`config.mk`:
```
export PLATFORM = sky130hd
export DESIGN_NAME = uart_reg_dump
export DESIGN_NICKNAME = d
export VERILOG_FILES = /design/src/rtl/uart_reg_dump_pkg.sv /design/src/rtl/uart_line_fmt.sv /design/src/rtl/uart_reg_dump.sv
export SDC_FILE = /design/constraint.sdc
export NUM_CORES = 1
export LEC_CHECK = 0
export CAP_MARGIN = 10
export CORE_UTILIZATION = 60
export DETAILED_ROUTE_END_ITERATION = 7
export PLACE_DENSITY = 0.86
export SLEW_MARGIN = 30
export SYNTH_ARGS = -nofsm -noshare
export SYNTH_HDL_FRONTEND = slang
export SYNTH_SLANG_ARGS = --single-unit
```
`constraint.sdc`:
```
create_clock -name clk -period 5.9 [get_ports clk]
set_input_delay 0.59 -clock clk [delete_from_list [all_inputs] [get_ports clk]]
set_output_delay 0.59 -clock clk [all_outputs]
set_load 0.02 [all_outputs]
```
`src/rtl/uart_reg_dump_pkg.sv`:
```
// rtl/uart_reg_dump_pkg.sv - shared types, ASCII constants and hex helper for uart_reg_dump
// Optional sequence prefix controlled by UART_REG_DUMP_SEQ_EN.
package uart_reg_dump_pkg;

    typedef enum logic [0:0] {
        IDLE = 1'b0,
        SEND = 1'b1
    } state_e;

    localparam logic [7:0] CHR_R     = 8'h72;
    localparam logic [7:0] CHR_EQ    = 8'h3D;
    localparam logic [7:0] CHR_0     = 8'h30;
    localparam logic [7:0] CHR_X     = 8'h78;
    localparam logic [7:0] CHR_CR    = 8'h0D;
    localparam logic [7:0] CHR_LF    = 8'h0A;
    localparam logic [7:0] CHR_COLON = 8'h3A;

`ifdef UART_REG_DUMP_SEQ_EN
    localparam int SEQ_PRE_LEN = 3;
`else
    localparam int SEQ_PRE_LEN = 0;
`endif

    // Uppercase hex: 'A' - 10 == 8'h37
    function automatic logic [7:0] hex2ascii(input logic [3:0] n);
        return (n < 4'd10) ? (8'h30 + {4'h0, n}) : (8'h37 + {4'h0, n});
    endfunction

endpackage

```
`src/rtl/uart_line_fmt.sv`:
```
// rtl/uart_line_fmt.sv - combinational byte generator for one "r<i>=0x<hex>\r\n" line
// Adds "<seq>:" prefix when UART_REG_DUMP_SEQ_EN is defined.
module uart_line_fmt
    import uart_reg_dump_pkg::*;
#(
    parameter int REG_W = 16
) (
    input  logic [4:0]       byte_idx_i,
    input  logic [3:0]       reg_idx_i,
    input  logic [REG_W-1:0] snap_i,
`ifdef UART_REG_DUMP_SEQ_EN
    input  logic [7:0]       seq_i,
`endif
    output logic [7:0]       data_o
);

    localparam int HEX_DIGITS = REG_W / 4;

    logic [4:0] pos;
    logic [3:0] nib;

    always_comb begin
        data_o = 8'h00;
        nib    = 4'h0;
        pos    = byte_idx_i - 5'(SEQ_PRE_LEN);
        for (int k = 0; k < HEX_DIGITS; k++) begin
            if (pos == 5'(5 + k)) nib = snap_i[4*(HEX_DIGITS-1-k) +: 4];
        end
`ifdef UART_REG_DUMP_SEQ_EN
        if (byte_idx_i < 5'(SEQ_PRE_LEN)) begin
            case (byte_idx_i)
                5'd0:    data_o = hex2ascii(seq_i[7:4]);
                5'd1:    data_o = hex2ascii(seq_i[3:0]);
                default: data_o = CHR_COLON;
            endcase
        end else
`endif
        begin
            if (pos == 5'd0)                       data_o = CHR_R;
            else if (pos == 5'd1)                  data_o = hex2ascii(reg_idx_i);
            else if (pos == 5'd2)                  data_o = CHR_EQ;
            else if (pos == 5'd3)                  data_o = CHR_0;
            else if (pos == 5'd4)                  data_o = CHR_X;
            else if (pos < 5'(5 + HEX_DIGITS))     data_o = hex2ascii(nib);
            else if (pos == 5'(5 + HEX_DIGITS))    data_o = CHR_CR;
            else                                   data_o = CHR_LF;
        end
    end

endmodule

```
`src/rtl/uart_reg_dump.sv`:
```
// rtl/uart_reg_dump.sv - streams one ASCII line per changed register over a valid/ready byte port
// Optional sequence-number prefix controlled by UART_REG_DUMP_SEQ_EN.
module uart_reg_dump
    import uart_reg_dump_pkg::*;
#(
    parameter int NUM_REGS = 8,
    parameter int REG_W    = 16
) (
    input  logic             clk,
    input  logic             rst_n,
    input  logic [REG_W-1:0] regs [NUM_REGS],
    input  logic             force_dump,
    output logic [7:0]       tx_data,
    output logic             tx_valid,
    input  logic             tx_ready,
    output logic             busy,
    output logic             line_done
);

    localparam int         HEX_DIGITS = REG_W / 4;
    localparam int         LINE_LEN   = SEQ_PRE_LEN + 7 + HEX_DIGITS;
    localparam logic [4:0] LAST_BYTE  = 5'(LINE_LEN - 1);
    localparam logic [3:0] LAST_REG   = 4'(NUM_REGS - 1);

    state_e                state_q, state_d;
    logic [REG_W-1:0]      shadow_q [NUM_REGS];
    logic [REG_W-1:0]      shadow_d [NUM_REGS];
    logic [NUM_REGS-1:0]   pending_q, pending_d;
    logic [3:0]            rr_q, rr_d;
    logic [3:0]            sel_q, sel_d;
    logic [REG_W-1:0]      snap_q, snap_d;
    logic [4:0]            byte_q, byte_d;
    logic                  line_done_q, line_done_d;
`ifdef UART_REG_DUMP_SEQ_EN
    logic [7:0]            seq_q, seq_d;
`endif

    logic                  pick_ge, pick_any;
    logic [3:0]            pick_ge_idx, pick_any_idx, pick;
    logic [7:0]            fmt_byte;

    // Descending scan: the last hit is the lowest index; prefer hits at/after rr_q
    always_comb begin
        pick_ge      = 1'b0;
        pick_any     = 1'b0;
        pick_ge_idx  = 4'h0;
        pick_any_idx = 4'h0;
        for (int i = NUM_REGS - 1; i >= 0; i--) begin
            if (pending_q[i]) begin
                pick_any     = 1'b1;
                pick_any_idx = 4'(i);
                if (i >= int'(rr_q)) begin
                    pick_ge     = 1'b1;
                    pick_ge_idx = 4'(i);
                end
            end
        end
        pick = pick_ge ? pick_ge_idx : pick_any_idx;
    end

    always_comb begin
        state_d     = state_q;
        shadow_d    = shadow_q;
        rr_d        = rr_q;
        sel_d       = sel_q;
        snap_d      = snap_q;
        byte_d      = byte_q;
        line_done_d = 1'b0;
`ifdef UART_REG_DUMP_SEQ_EN
        seq_d       = line_done_q ? seq_q + 8'd1 : seq_q;
`endif
        pending_d = pending_q | {NUM_REGS{force_dump}};
        for (int i = 0; i < NUM_REGS; i++) begin
            if (regs[i] != shadow_q[i]) pending_d[i] = 1'b1;
        end

        case (state_q)
            IDLE: begin
                if (pick_any) begin
                    // Clearing after the set above lets the selection win over a same-cycle change
                    for (int i = 0; i < NUM_REGS; i++) begin
                        if (pick == 4'(i)) begin
                            snap_d       = regs[i];
                            shadow_d[i]  = regs[i];
                            pending_d[i] = 1'b0;
                        end
                    end
                    rr_d    = (pick == LAST_REG) ? 4'h0 : pick + 4'h1;
                    sel_d   = pick;
                    byte_d  = 5'd0;
                    state_d = SEND;
                end
            end
            SEND: begin
                if (tx_ready) begin
                    if (byte_q == LAST_BYTE) begin
                        byte_d      = 5'd0;
                        line_done_d = 1'b1;
                        state_d     = IDLE;
                    end else begin
                        byte_d = byte_q + 5'd1;
                    end
                end
            end
        endcase
    end

    always_ff @(posedge clk) begin
        if (!rst_n) begin
            state_q     <= IDLE;
            for (int i = 0; i < NUM_REGS; i++) shadow_q[i] <= '0;
            pending_q   <= '0;
            rr_q        <= 4'h0;
            sel_q       <= 4'h0;
            snap_q      <= '0;
            byte_q      <= 5'd0;
            line_done_q <= 1'b0;
`ifdef UART_REG_DUMP_SEQ_EN
            seq_q       <= 8'h00;
`endif
        end else begin
            state_q     <= state_d;
            shadow_q    <= shadow_d;
            pending_q   <= pending_d;
            rr_q        <= rr_d;
            sel_q       <= sel_d;
            snap_q      <= snap_d;
            byte_q      <= byte_d;
            line_done_q <= line_done_d;
`ifdef UART_REG_DUMP_SEQ_EN
            seq_q       <= seq_d;
`endif
        end
    end

    uart_line_fmt #(.REG_W(REG_W)) u_fmt (
        .byte_idx_i (byte_q),
        .reg_idx_i  (sel_q),
        .snap_i     (snap_q),
`ifdef UART_REG_DUMP_SEQ_EN
        .seq_i      (seq_q),
`endif
        .data_o     (fmt_byte)
    );

    assign tx_valid  = (state_q == SEND);
    assign busy      = (state_q == SEND);
    assign tx_data   = tx_valid ? fmt_byte : 8'h00;
    assign line_done = line_done_q;

endmodule

```
==> results of run 1 <==
-- final timing paths --
kind                                      to  cells after the start
worst max-delay path              tx_data[2]                     10
worst max register to register     snap_q[3]                     12
worst min register to register  shadow_q[43]                      2
worst min-delay path            shadow_q[43]                      2
-- sequential cells by signal (all words and copies together) (netlist names) --
signal,count
rr_q,4
sel_q,3
shadow_q,128
line_done,1
byte_q,5
snap_q,16
busy,1
pending_q,8
-- metal layers --
layer  share of wire (%)  routed length (microns)
met5                   0                        0
met4                 3.4                      965
met3                 8.2                     2350
met2                  45                    12900
met1                  43                    12400
-- through the flow --
stage | hold WS, ns | utilization, % | total power, uW
after floorplan | 0.440 | - | 2820
after global placement | 0.447 | 69.5 | 3320
after detailed placement | 0.452 | 69.6 | 3360
after CTS | 0.462 | 73.5 | 4520
after global routing | 0.480 | 73.5 | 4790
final | 0.461 | 73.5 | 4570
-- placed cells by master (no fill, tap or decap), types with 5 or more instances in the layout --
cell	count
nand4_1	12
a21o_1	19
a31oi_1	5
and3_1	19
a21boi_0	29
clkbuf_16	17
a21boi_1	8
o31ai_1	18
nor3_1	12
o21ai_0	84
nand3_1	105
a2111oi_2	14
dfxtp_1	166
and2_1	9
inv_1	9
ha_1	10
nand2b_1	5
a22o_1	16
nor4_1	21
xnor2_1	37
o21ai_1	49
nand2_1	244
a21oi_1	51
buf_4	8
xor2_1	92
a22oi_1	19
nor2_1	37
nor2b_1	21
clkdlybuf4s50_1	140
-- critical path, cell delays in order, from the launching register on --
cell             delay, ns
dfxtp_1               0.46
inv_1                 0.10
ha_1                  0.35
a21oi_1               0.19
o21ai_0               0.10
a32oi_1               0.47
ha_1                  0.25
nand2_1               0.07
o2111ai_1             0.21
o2111a_1              0.21
clkdlybuf4s50_1       0.60
-- logic make-up (layout without fill, tap and decap cells) --
logic type	after synthesis	count (layout)	synth area share [%]
and+or+nand+nor	501	501	23.7
buffers and inverters	112	193	4.95
xor gates and xnor gates	129	129	11.6
AOI/OAI and AO/OA	347	347	23.9
DFF	166	166	34.2
other	1	1	0.0385
muxes	2	2	0.219
adders and majority gates	11	11	1.41
-- final cells by class --
| cell class | count | area, sq um |
|---|---|---|
| multi-input combinational | 991 | 5940 |
| fill | 1277 | 4200 |
| sequential | 166 | 3320 |
| timing repair buffer | 152 | 1510 |
| clock buffer | 17 | 425 |
| tap | 216 | 270 |
| clock inverter | 15 | 188 |
| inverter | 9 | 33.8 |
-- where the power goes --
part / internal [uW] / switching [uW] / leakage (uW)
sequential: 1310 / 157 / 0.00135
clock: 644 / 520 / 0.000291
combinational: 739 / 1200 / 0.00283
==> flow_summary.toml, run 1 <==
[setup_path]
required_ns = 5.31
crit_path_end_kind = "primary output"
critPathLaunchType = "flop"
path_max_fanout = 13
reg2reg_from = "pending_q[2]"
cp_data_arrival_time_ns = 3.44
rrSetupSlack_ns = 2.48
critPathLaunch = "byte_q[0]"
critPathKind = "reg -> out"

[synthesis]
synth_cell_type_count = 64
synth_top_cell_area_share_pct = 34.2
synthArstFlopShare_pct = 0
yosysWarnings = 0
synth_common_cells = "nand2_1, dfxtp_1, nand3_1"
yosys_register_bits = 166
synth_edf_count = 0
yosysTopAreaCell = "dfxtp_1"
ys_seq_area_share_pct = 34.2
synth_most_common_cell = "nand2_1"
netlist_instances = 1269
synth_ff_type = "dfxtp_1"
syn_area_sq_um = 9730
synth.avg_cell_area_sq_um = 7.67
synth_nets = 1412
synthTopCellsByArea = "dfxtp_1, nand2_1, xor2_1"

[timing]
finClkSkew_ns = 0.0135
final-max-slew-violation-count = 0
fin_crit_sh_pct = 68.3
fin_ws_ns = 1.87
max_freq_mhz = 248
rsz0062_at_grt = "false"
finalSetupViolCount = 0
worst_pin_slew_ns = 0.866
hold_viol = 0
slew_headroom_pct = 42.3
period_minus_slack_ns = 4.03
fin_setup_tns_ns = 0

[cells_and_area]
diodes = 0
area_growth_pct = 20.1
nNetsFinal = 1480
final_cell_area_sq_um = 11700
fin_cells = 1566
drive_gt1_share_pct = 5.48

[clocking]
cts-root-buf = "clkbuf_16"
postCtsSetupRepairBufs = 0
cts_resized = 0
cts.sinks = 166
clk_pin_slew_ns = 0.07
worstSkewPairLatency_ns = 0.43
htree_num_levels = 4
cts_hold_buf = 0
cts_buffers = 17
clock_path_buffers = 2
cts_tree = "done"

[grt]
gr-usage-met2_pct = 53.1
grt_pass1_wl_microns = 44300
grt_remaining_overflow = 0
antenna_found_initial = 0
grt_util_met1_pct = 48.4
track_usage_pct = 34.6
busiest_layer = "met2"
grt_max_degree = 108
gr-usage-met3_pct = 5.86
grt_pass1_vias = 8248

[place]
port_buffers = 141
detailedPlace.worstSlack_ns = 2.05
postPlaceCellArea_sq_um = 11100
placedCellCount = 1534
place_congestion = 0.988
dp_hpwl_microns = 21000

[pwr]
p_leak_uw = 0.00447
powerDensity_nw_per_um2 = 391
irDropWorstVdd_v = 0.000366

[floorplanning]
dieWidth_microns = 129
pin_count = 143
core-area_sq_um = 15900
dieArea_sq_um = 16700
rows = 46
initial_core_util_pct = 61.3
die_h_microns = 129

[drt]
drtIter0Drc = 1138
avgRoutedWirePerCell_microns = 18.3
num_vias = 9450
first_pass_iters = 6
route.detailed.drc = 0
drt-vias-per-instance = 6.03
drt_wl_total_microns = 28600
antenna_left = 0

[job]
maxCapViolations = 0

[worst_hold_path]
hold_path_class = "reg -> reg"
min_from = "shadow_q[43]"

[run_status]
outcome = "finished clean"
No activity file was read; power rests on OpenSTA's default activity.
==> run 2: changes to the inputs <==
--- a/config.mk
+++ b/config.mk
@@ -6,9 +6,9 @@
 export NUM_CORES = 1
 export LEC_CHECK = 0
 export CAP_MARGIN = 10
-export CORE_UTILIZATION = 60
+export CORE_UTILIZATION = 55
 export DETAILED_ROUTE_END_ITERATION = 7
-export PLACE_DENSITY = 0.86
+export PLACE_DENSITY = 0.8
 export SLEW_MARGIN = 30
 export SYNTH_ARGS = -nofsm -noshare
 export SYNTH_HDL_FRONTEND = slang
==> constraint.sdc (replaced) <==
create_clock -name clk -period 3.8 [get_ports clk]
set_input_delay 0.38 -clock clk [delete_from_list [all_inputs] [get_ports clk]]
set_output_delay 0.38 -clock clk [all_outputs]
set_load 0.02 [all_outputs]
==> flow_summary.toml, run 2 (same netlist as run 1, synthesis figures left out) <==
[run_status]
outcome = "finished clean"

[floorplanning]
dieWidth_microns = 135
initial_core_util_pct = 56.3
pin_count = 143
dieArea_sq_um = 18200
die_h_microns = 135
rows = 48
core-area_sq_um = 17300

[pwr]
power_switching_share_pct = 40.0
p_leak_uw = 0.00451
irDropWorstVdd_v = 0.000510
pwr-share-seq_pct = 32.1
intPower_uw = 4250
powerDensity_nw_per_um2 = 604
power.net_switching_uw = 2830
clkPwrFrac_pct = 25.1
combPwrFrac_pct = 42.8

[drt]
drtIter0Drc = 947
route.detailed.drc = 0
num_vias = 9206
avgRoutedWirePerCell_microns = 17.2
first_pass_iters = 8
drt_wl_total_microns = 27200
drt-vias-per-instance = 5.83
antenna_left = 0

[timing]
slew_headroom_pct = 30.9
fin_crit_sh_pct = 94.4
hold_viol = 0
worst_pin_slew_ns = 1.04
period_minus_slack_ns = 3.59
finalSetupViolCount = 0
final-max-slew-violation-count = 0
rsz0062_at_grt = "false"
fin_setup_tns_ns = 0
finClkSkew_ns = 0.0107
max_freq_mhz = 279

[setup_path]
cp_data_arrival_time_ns = 3.21
timing.rr.end = "shadow_q[64]"
rrSetupSlack_ns = 0.45
critPathKind = "reg -> out"
path_max_fanout = 13
required_ns = 3.42
crit_path_end_kind = "primary output"
reg2reg_from = "rr_q[1]"
critPathLaunchType = "flop"
ff2ff_path_depth = 11

[grt]
track_usage_pct = 30.1
grt_pass1_vias = 8020
grt_max_degree = 235
grt_pass1_wl_microns = 42400
antenna_found_initial = 0
grt_remaining_overflow = 0

[cells_and_area]
top_regs = "shadow_q x128, snap_q x16, pending_q x8"
area_growth_pct = 20.6
diodes = 0
nFillCells = 1439
seq_area_sq_um = 3320
top_register = "shadow_q"
nNetsFinal = 1487
layout_common_cells = "nand2_1, dfxtp_1, clkdlybuf4s50_1"
drive_gt1_share_pct = 5.68
utilization_pct = 67.9
multiInputGateArea_sq_um = 5950
final_common_cell = "nand2_1"
largest_reg_flops = 128

[job]
maxCapViolations = 0

[worst_hold_path]
min_to = "shadow_q[18]"
hold_path_class = "in -> reg"
holdPathStages = 3
min_from = "rst_n"

[clocking]
clk_pin_slew_ns = 0.07
clock_path_buffers = 2
worstSkewPairLatency_ns = 0.44
cts_buffers = 17
cts_hold_buf = 0
htree_num_levels = 4
cts_tree = "done"
cts-root-buf = "clkbuf_16"
cts.sinks = 166

[place]
dp_hpwl_microns = 19800
place_congestion = 0.927
port_buffers = 141
[run 2: area by class of cell]
cell class | count | share of cell area (%)
multi-input cells | 991 | 50.6
flip-flops and latches | 166 | 28.3
repair buffers | 159 | 13.3
clock buffers | 19 | 3.77
well taps | 225 | 2.40
clock inverters | 11 | 1.29
inverters | 9 | 0.288
[run 2: worst max-delay path by stage]
stage                     cells past startpoint         end  slack (ns)      start
final                                        10  tx_data[2]        0.21  byte_q[0]
after global routing                          8  tx_data[0]        0.01  byte_q[0]
after CTS                                    10  tx_data[2]        0.01  byte_q[0]
after detailed placement                     10  tx_data[2]        0.48  byte_q[0]
after global placement                       10  tx_data[2]        0.51  byte_q[0]
after floorplan                              17  snap_q[10]        0.52    rr_q[1]
[run 2: worst max-delay path: stages (launching register included)]
cell and delay (ns):
dfxtp_1 0.45, inv_1 0.10, ha_2 0.27, a21oi_1 0.16
o21ai_0 0.13, a32oi_2 0.36, ha_1 0.23, nand2_1 0.07
or3_1 0.32, o2111a_1 0.15, clkdlybuf4s50_1 0.53
[run 2: routing by layer]
layer | wire length (microns) | GRT usage, % | vias up
met5 | 0 | 0 | -
li1 | - | - | 4577
met3 | 1850 | 5.14 | 52
met2 | 12500 | 47.4 | 358
met4 | 780 | 10.4 | 0
met1 | 12100 | 41.5 | 4219
[run 2: power groups by stage]
stage | sequential [uW] | clock (uW) | combinational (uW)
after global placement | 2290 | 0 | 2940
after global routing | 2300 | 1860 | 3310
after floorplan | 2230 | 0 | 2150
after detailed placement | 2300 | 0 | 2970
after CTS | 2260 | 1780 | 2980
final | 2270 | 1780 | 3040
[run 2: repair_timing]
action	4_1_cts	5_1_grt
setup endpoints to repair	0	6
resized for setup	0	3
setup buffers	0	1
[run 2: through the flow]
step	instances	cell area [sq um]	hold WS (ns)	worst slack (ns)	total power, uW
2_1_floorplan	1269	9730	0.440	0.522	4380
3_3_place_gp	1549	11100	0.447	0.507	5220
3_5_place_dp	1549	11100	0.453	0.484	5270
4_1_cts	1579	11700	0.290	0.0127	7030
5_1_grt	1580	11700	0.301	0.0143	7470
6_report	1580	11700	0.297	0.212	7090
==> run 3: changes to the inputs <==
--- a/config.mk
+++ b/config.mk
@@ -7,9 +7,10 @@
 export LEC_CHECK = 0
 export CAP_MARGIN = 10
 export CORE_UTILIZATION = 55
+export CTS_CLUSTER_SIZE = 14
 export DETAILED_ROUTE_END_ITERATION = 7
 export PLACE_DENSITY = 0.8
-export SLEW_MARGIN = 30
+export SLEW_MARGIN = 25
 export SYNTH_ARGS = -nofsm -noshare
 export SYNTH_HDL_FRONTEND = slang
 export SYNTH_SLANG_ARGS = --single-unit
==> constraint.sdc (replaced) <==
create_clock -name clk -period 3.73 [get_ports clk]
set_input_delay 0.373 -clock clk [delete_from_list [all_inputs] [get_ports clk]]
set_output_delay 0.373 -clock clk [all_outputs]
set_load 0.02 [all_outputs]
==> flow_summary.toml, run 3 (same netlist as run 1, synthesis figures left out) <==
[worst_hold_path]
holdPathStages = 3
min_from = "rst_n"
hold_path_class = "in -> reg"
min_to = "pending_q[7]"

[setup_path]
cp_data_arrival_time_ns = 3.18
critPathLaunchType = "flop"
crit_path_end_kind = "primary output"
reg2reg_from = "pending_q[2]"
timing.rr.end = "snap_q[3]"
critPathTopFamily = "compound AO/OA/AOI/OAI gates"
critPathBufInv = 3
critPathKind = "reg -> out"
path_cells = "inv_1, ha_2, a21oi_1, o21ai_0, a32oi_2, buf_4, a21oi_1, xnor2_1, o221a_2, clkdlybuf4s50_1"
required_ns = 3.36
ff2ff_path_depth = 12
critPathMaxStageDelay_ns = 0.59
path_max_fanout = 13
rrSetupSlack_ns = 0.36
cpMostUsedCell = "a21oi_1"
critPathLaunch = "byte_q[0]"
cpMaxStageDelayCell = "clkdlybuf4s50_1"

[grt]
grt_pass1_wl_microns = 44500
grt_remaining_overflow = 0
grt_max_degree = 103
track_usage_pct = 31.3
antenna_found_initial = 0
grt_pass1_vias = 8291

[cells_and_area]
fin_cells = 1584
area_growth_pct = 20.9
top_regs = "shadow_q x128, snap_q x16, pending_q x8"
drive_gt1_share_pct = 5.96
nNetsFinal = 1489
largest_reg_flops = 128
layout_common_cells = "nand2_1, dfxtp_1, clkdlybuf4s50_1"
final_common_cell = "nand2_1"
top_register = "shadow_q"
final_cell_area_sq_um = 11800
diodes = 0

[clocking]
cts_tree = "done"
cts_buffers = 17
htree_num_levels = 4
worstSkewPairLatency_ns = 0.43
clock_path_buffers = 2
cts_hold_buf = 0
cts.sinks = 166
clk_pin_slew_ns = 0.07
cts-root-buf = "clkbuf_16"

[place]
placedCellCount = 1550
port_buffers = 141
dp_hpwl_microns = 20100
place_congestion = 1.00
postPlaceCellArea_sq_um = 11100

[timing]
finClkSkew_ns = 0.00756
max_freq_mhz = 282
hold_viol = 0
final-max-slew-violation-count = 0
finalSetupViolCount = 0
slew_headroom_pct = 44.3
fin_setup_tns_ns = 0
period_minus_slack_ns = 3.55
fin_crit_sh_pct = 95.1
worst_pin_slew_ns = 0.836

[pwr]
irDropWorstVdd_v = 0.000426
powerDensity_nw_per_um2 = 613
power_switching_share_pct = 39.6
power.net_switching_uw = 2850
clkPwrFrac_pct = 25.0
combPwrFrac_pct = 42.7
p_leak_uw = 0.00450
pwr-share-seq_pct = 32.3
intPower_uw = 4360

[drt]
drt-vias-per-instance = 5.88
num_vias = 9311
antenna_left = 0
drtIter0Drc = 964
drt_wl_total_microns = 27900
avgRoutedWirePerCell_microns = 17.6
first_pass_iters = 7
route.detailed.drc = 0

[floorplanning]
die_h_microns = 135
core-area_sq_um = 17300
dieArea_sq_um = 18200
initial_core_util_pct = 56.3
pin_count = 143
rows = 48
dieWidth_microns = 135

[run_status]
outcome = "finished clean"

[job]
maxCapViolations = 0
==> run 3: cell types whose count changed in the layout (fill, tap and decap cells not counted), sizes merged <==
cell	before	now
clkbuf	19	24
inv	11	9
clkinvlp	1	3
buf	19	21
clkinv	5	2
==> run 3: how the worst max path moves through the flow <==
stage	cells past startpoint	slack, ns	to
after global routing	10	-0.01	tx_data[2]
after CTS	10	0.009	tx_data[2]
final	10	0.18	tx_data[0]
after floorplan	17	0.45	snap_q[10]
after global placement	12	0.51	snap_q[0]
after detailed placement	12	0.42	snap_q[0]
==> run 3: power by group through the flow <==
stage	registers [uW]	clock network, uW	logic [uW]
3_5_place_dp	2350	0	2980
4_1_cts	2310	1810	3010
5_1_grt	2350	1890	3360
6_report	2330	1800	3080
2_1_floorplan	2270	0	2190
3_3_place_gp	2340	0	2930
==> run 3: routing by layer <==
metal | vias up | GRT usage [%] | wire [microns]
met4 | 0 | 10.5 | 777
met2 | 419 | 47.7 | 12400
met3 | 59 | 6.08 | 2070
met5 | - | 0 | 0
li1 | 4589 | - | -
met1 | 4244 | 44.0 | 12700
==> run 3: what timing repair did <==
action,CTS,global route
setup buffers,0,2
hold endpoints to repair,0,0
gates resized for setup,0,7
setup endpoints to repair,0,8
==> run 3: worst min-delay path, stage by stage <==
cell and delay (ns):
buf_6 0.26, nand2_1 0.13, a21oi_1 0.04
==> run 3: metrics by stage <==
step / total power, uW / util, % / setup WS, ns / hold slack [ns]
floorplan: 4460 / - / 0.452 / 0.440
global route: 7610 / 68.0 / -0.0118 / 0.480
detailed placement: 5330 / 64.2 / 0.419 / 0.452
finish: 7210 / 68.0 / 0.181 / 0.451
global placement: 5270 / 64.2 / 0.513 / 0.447
CTS: 7130 / 67.7 / 0.00929 / 0.438
==> run 3: layout make-up <==
type	count	area, sq um
fill	1483	5540
inverter	9	33.8
timing repair buffer	161	1560
multi-input combinational	991	5970
clock inverter	8	123
clock buffer	24	472
sequential	166	3320
tap	225	282
